**src/rtl/uart_pkg.sv**
```systemverilog
// uart_pkg: baud defaults and frame FSM states shared by both UART directions
package uart_pkg;
    localparam int CLOCKS_PER_BAUD_DEF = 868;
    localparam int TIMER_BITS_DEF = 32;
    typedef enum logic [1:0] {IDLE, START, DATA, STOP} uart_state_t;
endpackage

```
**src/rtl/uart_fifo.sv**
```systemverilog
// uart_fifo: small power-of-two byte FIFO with occupancy count and async active-low reset
module uart_fifo #(
    parameter int WIDTH = 8,
    parameter int DEPTH = 4
) (
    input  logic             clk,
    input  logic             i_reset_n,
    input  logic             push,
    input  logic [WIDTH-1:0] din,
    input  logic             pop,
    output logic [WIDTH-1:0] dout,
    output logic             full,
    output logic             empty
);
    localparam int AW = $clog2(DEPTH);
    logic [WIDTH-1:0] mem [DEPTH];
    logic [AW-1:0] wp, rp;
    logic [AW:0] count;
    logic do_push, do_pop;
    assign do_push = push && !full;
    assign do_pop = pop && !empty;
    assign full = count == (AW+1)'(DEPTH);
    assign empty = count == '0;
    assign dout = mem[rp];
    always_ff @(posedge clk or negedge i_reset_n)
        if (!i_reset_n) begin
            wp <= '0;
            rp <= '0;
            count <= '0;
        end else begin
            wp <= do_push ? wp + 1'b1 : wp;
            rp <= do_pop ? rp + 1'b1 : rp;
            count <= count + (AW+1)'(do_push) - (AW+1)'(do_pop);
        end
    // storage needs no reset: pointers alone define which entries are live
    always_ff @(posedge clk)
        if (do_push) mem[wp] <= din;
endmodule

```
**src/rtl/tx_uart.sv**
```systemverilog
// tx_uart: FIFO-buffered UART transmitter, LSB-first frames with configurable data/stop bits
module tx_uart
    import uart_pkg::*;
#(
    parameter int DATA_BITS = 8,
    parameter int STOP_BITS = 1,
    parameter int TIMER_BITS = TIMER_BITS_DEF,
    parameter int CLOCKS_PER_BAUD = CLOCKS_PER_BAUD_DEF,
    parameter int FIFO_DEPTH = 4
) (
    input  logic                 clk,
    input  logic                 i_reset_n,
    input  logic                 i_wr,
    input  logic [DATA_BITS-1:0] i_data,
    output logic                 o_ready,
    output logic                 o_busy,
    output logic                 o_empty,
    output logic                 o_idle,
    output logic                 uart_rxd_out
);
    localparam logic [TIMER_BITS-1:0] RELOAD = TIMER_BITS'(CLOCKS_PER_BAUD - 1);
    uart_state_t state, state_n;
    logic [TIMER_BITS-1:0] baud, baud_n;
    logic [3:0] bit_cnt, bit_n;
    logic [DATA_BITS-1:0] sh, sh_n, head;
    logic full, pop, tick, line_n;
    uart_fifo #(.WIDTH(DATA_BITS), .DEPTH(FIFO_DEPTH)) u_fifo (
        .clk(clk), .i_reset_n(i_reset_n), .push(i_wr), .din(i_data),
        .pop(pop), .dout(head), .full(full), .empty(o_empty)
    );
    assign o_ready = !full;
    assign o_busy = state != IDLE;
    assign o_idle = o_empty && !o_busy;
    assign tick = baud == '0;
    always_ff @(posedge clk or negedge i_reset_n)
        if (!i_reset_n) begin
            state <= IDLE;
            baud <= '0;
            bit_cnt <= '0;
            sh <= '0;
            uart_rxd_out <= 1'b1;
        end else begin
            state <= state_n;
            baud <= baud_n;
            bit_cnt <= bit_n;
            sh <= sh_n;
            uart_rxd_out <= line_n;
        end
    always_comb begin
        state_n = state;
        baud_n = state == IDLE ? baud : tick ? RELOAD : baud - 1'b1;
        bit_n = bit_cnt;
        sh_n = sh;
        pop = 1'b0;
        case (state)
            IDLE: pop = !o_empty;
            START: state_n = tick ? DATA : START;
            DATA: if (tick) begin
                sh_n = sh >> 1;
                bit_n = bit_cnt == 4'(DATA_BITS - 1) ? 4'd0 : bit_cnt + 4'd1;
                state_n = bit_cnt == 4'(DATA_BITS - 1) ? STOP : DATA;
            end
            STOP: if (tick) begin
                bit_n = bit_cnt + 4'd1;
                if (bit_cnt == 4'(STOP_BITS - 1)) begin
                    pop = !o_empty;
                    state_n = IDLE;
                end
            end
        endcase
        // a pop from IDLE or the last stop cycle starts the next frame with no gap
        if (pop) begin
            sh_n = head;
            bit_n = '0;
            baud_n = RELOAD;
            state_n = START;
        end
        line_n = state_n == START ? 1'b0 : state_n == DATA ? sh_n[0] : 1'b1;
    end
endmodule

```
**config.mk**
```make
export PLATFORM = sky130hd
export DESIGN_NAME = tx_uart
export DESIGN_NICKNAME = d
export VERILOG_FILES = /design/src/rtl/uart_pkg.sv /design/src/rtl/uart_fifo.sv /design/src/rtl/tx_uart.sv
export SDC_FILE = /design/constraint.sdc
export NUM_CORES = 1
export LEC_CHECK = 0
export BUFFER_PORTS_ARGS = -buffer_cell sky130_fd_sc_hd__buf_2
export CORE_ASPECT_RATIO = 1.2
export CORE_UTILIZATION = 30
export DETAILED_ROUTE_END_ITERATION = 12
export GPL_TIMING_DRIVEN = 0
export HOLD_SLACK_MARGIN = 0.12
export PLACE_DENSITY = 0.44
export SKIP_CTS_REPAIR_TIMING = 1
export SYNTH_ARGS = -nofsm -noshare
export SYNTH_HDL_FRONTEND = slang
export SYNTH_SLANG_ARGS = --single-unit
export TNS_END_PERCENT = 20
```
**constraint.sdc**
```tcl
create_clock -name clk -period 2.9 [get_ports clk]
set_input_delay 0.29 -clock clk [delete_from_list [all_inputs] [get_ports clk]]
set_output_delay 0.29 -clock clk [all_outputs]
set_load 0.02 [all_outputs]
```
==> flow_summary.yaml <==
outcome:
  status: "finished clean"
hold_path:
  min-delay-start: "i_data[6]"
  hold_class: "input pin to register"
  hold_depth: 1
  whs_endpoint: "u_fifo.mem[3][6]$_DFFE_PP_"
floorplanning:
  start_util_pct: 30.8
  core_mm2: 0.0133
  die_y_um: 130
  rows: 46
  io_pins: 16
  die_area_mm2: 0.0141
  die_w_um: 109
logic_synthesis:
  ys_ff_latch: 86
  yosysSeqAreaShare_pct: 56.4
  synth_nets: 375
  netlist_area_mm2: 0.00410
  netlist-cell-type-count: 45
  synth_area_leaders: "dfrtp_1 32%, edfxtp_1 23%, xnor2_1 4.7%"
  synth-edff-count: 32
  netlist_instances: 349
  synth_area_per_cell_um2: 11.7
  yosysTopAreaCellShare_pct: 32.3
  synth_most_common_cell: "dfrtp_1"
  ys_top_cells_by_count: "53 x dfrtp_1, 43 x nor2_1, 32 x edfxtp_1"
  synthFlopType: "dfrtp_1"
  async_reset_ff_share_pct: 62.8
  yosysWarnings: 0
  synth_top_area_cell: "dfrtp_1"
worst_setup_path:
  timing.rr.end: "u_fifo.count[2]$_DFF_PN0_"
  critPathTopFamily: "simple AND/OR/NAND/NOR gates"
  crit_top_cell: "ha_1"
  crit_path_start_kind: "register"
  reg2reg_from: "baud[21]$_DFFE_PN0P_"
  cp_max_fo: 5
  cp-end-kind: "register"
  crit_buf_inv: 2
  critical_path_class: "register to register"
  cp_slowest_stage_delay_ns: 0.57
  cp_data_required_time_ns: 3.13
  reg2regPathDepth: 10
  crit_slowest_cell: "or4_4"
  crit_arrival_ns: 2.99
  cp_cell_sequence: "or4_4 -> or3_4 -> nor3_4 -> a21boi_4 -> inv_2 -> ha_1 -> inv_1 -> ha_1 -> fa_1 -> xnor2_1"
  rrSetupSlack_ns: 0.14
place:
  gp_congestion: 0.730
  pre_cts_slack_ns: -0.337
  portBuffers: 15
  dp_hpwl_um: 5360
  placed_cell_area_mm2: 0.00439
route:
  wl_per_cell_um: 14.1
  avgViaCountPerCell: 4.72
  wl_um: 7770
  ant_nets: 0
  dr.first_iter.drc_count: 101
  drcViolationCount: 0
  drt_pass1_iterations: 4
  num_vias: 2608
grt:
  grt_pass1_wl_um: 13200
  track_usage_pct: 12.3
  grt_pass1_vias: 2701
  overflow: 0
  grt_max_degree: 55
  antenna_found_initial: 0
clock_tree:
  cts_tree: "yes"
  cts_buffer_depth: 2
  cts_buffers: 9
  cts_sinks: 86
  cts.clk_slew.worst_paths_ns: 0.07
  htreeDepth: 3
  clk_latency_ns: 0.34
  cts-root-buf: "clkbuf_16"
cells_and_area:
  final_nets: 406
  fillers: 1326
  antenna_cells: 0
  drive_above_1_share_pct: 16.6
  design_area_mm2: 0.00477
  areaGrowthSynthToFinish_pct: 16.2
  multi_input_area_mm2: 0.00169
  regArea_mm2: 0.00231
timing:
  relSlewSlack_pct: 47.1
  rsz0062_at_grt: "no"
  final-setup-viol-count: 0
  max_freq_ghz: 0.363
  worst_slew_pin_slew_ns: 0.794
  final_max_slew_viol_count: 0
  fin_ws_ns: 0.143
  whs_ns: 0.161
  period_minus_slack_ns: 2.76
  fin_worst_skew_ns: 0.00605
  finalHoldViolCount: 0
  post-route-period-util_pct: 95.1
pwr:
  powerDensity_mw_per_mm2: 612
  peakVddDrop_v: 0.000390
  p_leak_nw: 2.03
job:
  maxCapViolCount: 0
## per-layer routing
layer | routed length (um) | track usage, % | share of wire (%) | vias up
met3 | 219 | 3.40 | 2.8 | 8
met2 | 3750 | 20.4 | 48 | 22
met4 | 103 | 5.01 | 1.3 | 0
li1 | - | - | - | 1307
met5 | 0 | 0 | 0 | -
met1 | 3700 | 15.2 | 48 | 1271
## state kept, by name, indices dropped and copies added (netlist names)
register and flops:
baud 32, u_fifo.mem 32, sh 8, bit_cnt 4, u_fifo.count 3, state 2
u_fifo.rp 2, u_fifo.wp 2, uart_rxd_out 1
## cells by family (layout without fill, tap and decap cells)
group                    after synthesis  in the layout  share of synthesized area (%)
AO/OA/AOI/OAI                         39             39                           5.22
XOR/XNOR                              31             31                           6.62
adder cells (fa/ha/maj)               15             15                           4.76
buffers and inverters                 31             67                           3.14
flip-flops                            86             86                           56.4
multiplexers                          17             17                           6.62
AND/OR/NAND/NOR                      130            130                           17.2
## where the power goes
group / switching, mW / internal [mW] / leakage, nW
Sequential: 0.0487 / 1.40 / 0.973
Combinational: 0.179 / 0.111 / 0.915
Clock: 0.504 / 0.677 / 0.145
## layout by cell type, fill, tap and decap left out, types with 9 or more instances in the layout
master	netlist	layout
a21oi_1	13	13
buf_2	4	18
clkbuf_16	0	9
dfrtp_1	53	53
edfxtp_1	32	32
ha_1	14	14
inv_1	19	19
nand2_1	14	14
nor2_1	43	43
nor3_1	14	12
o21ai_0	15	15
xnor2_1	22	22
xor2_1	9	9
## cell type report
| type | instances | share of cell area (%) |
|---|---|---|
| Tap cell | 168 | 4.41 |
| Buffer | 11 | 1.13 |
| Clock inverter | 7 | 1.60 |
| Inverter | 20 | 1.58 |
| Timing Repair Buffer | 20 | 2.47 |
| Multi-Input combinational cell | 232 | 35.5 |
| Clock buffer | 9 | 4.73 |
| Sequential cell | 86 | 48.5 |
## how the worst max path moves through the flow
stage                         startpoint                         to  slack (ns)  cells past startpoint
2_1_floorplan  u_fifo.count[2]$_DFF_PN0_  u_fifo.count[2]$_DFF_PN0_        0.05                     10
3_3_place_gp        baud[21]$_DFFE_PN0P_  u_fifo.count[2]$_DFF_PN0_       -0.35                     10
3_5_place_dp        baud[21]$_DFFE_PN0P_  u_fifo.count[2]$_DFF_PN0_       -0.34                     10
4_1_cts             baud[21]$_DFFE_PN0P_  u_fifo.count[2]$_DFF_PN0_       -0.34                     10
5_1_grt             baud[21]$_DFFE_PN0P_  u_fifo.count[2]$_DFF_PN0_       0.009                     10
6_report            baud[21]$_DFFE_PN0P_  u_fifo.count[2]$_DFF_PN0_        0.14                     10
## metrics by stage
stage | total power [mW] | cells | util, % | TNS (ns)
4_1_cts | 2.97 | 548 | 35.3 | -0.675
6_report | 2.92 | 553 | 35.8 | 0
3_5_place_dp | 1.77 | 532 | 33.0 | -0.673
3_3_place_gp | 1.76 | 532 | 33.0 | -0.681
5_1_grt | 3.06 | 553 | 35.8 | 0
2_1_floorplan | 1.66 | 349 | - | 0
No activity file was read; power rests on OpenSTA's default activity.
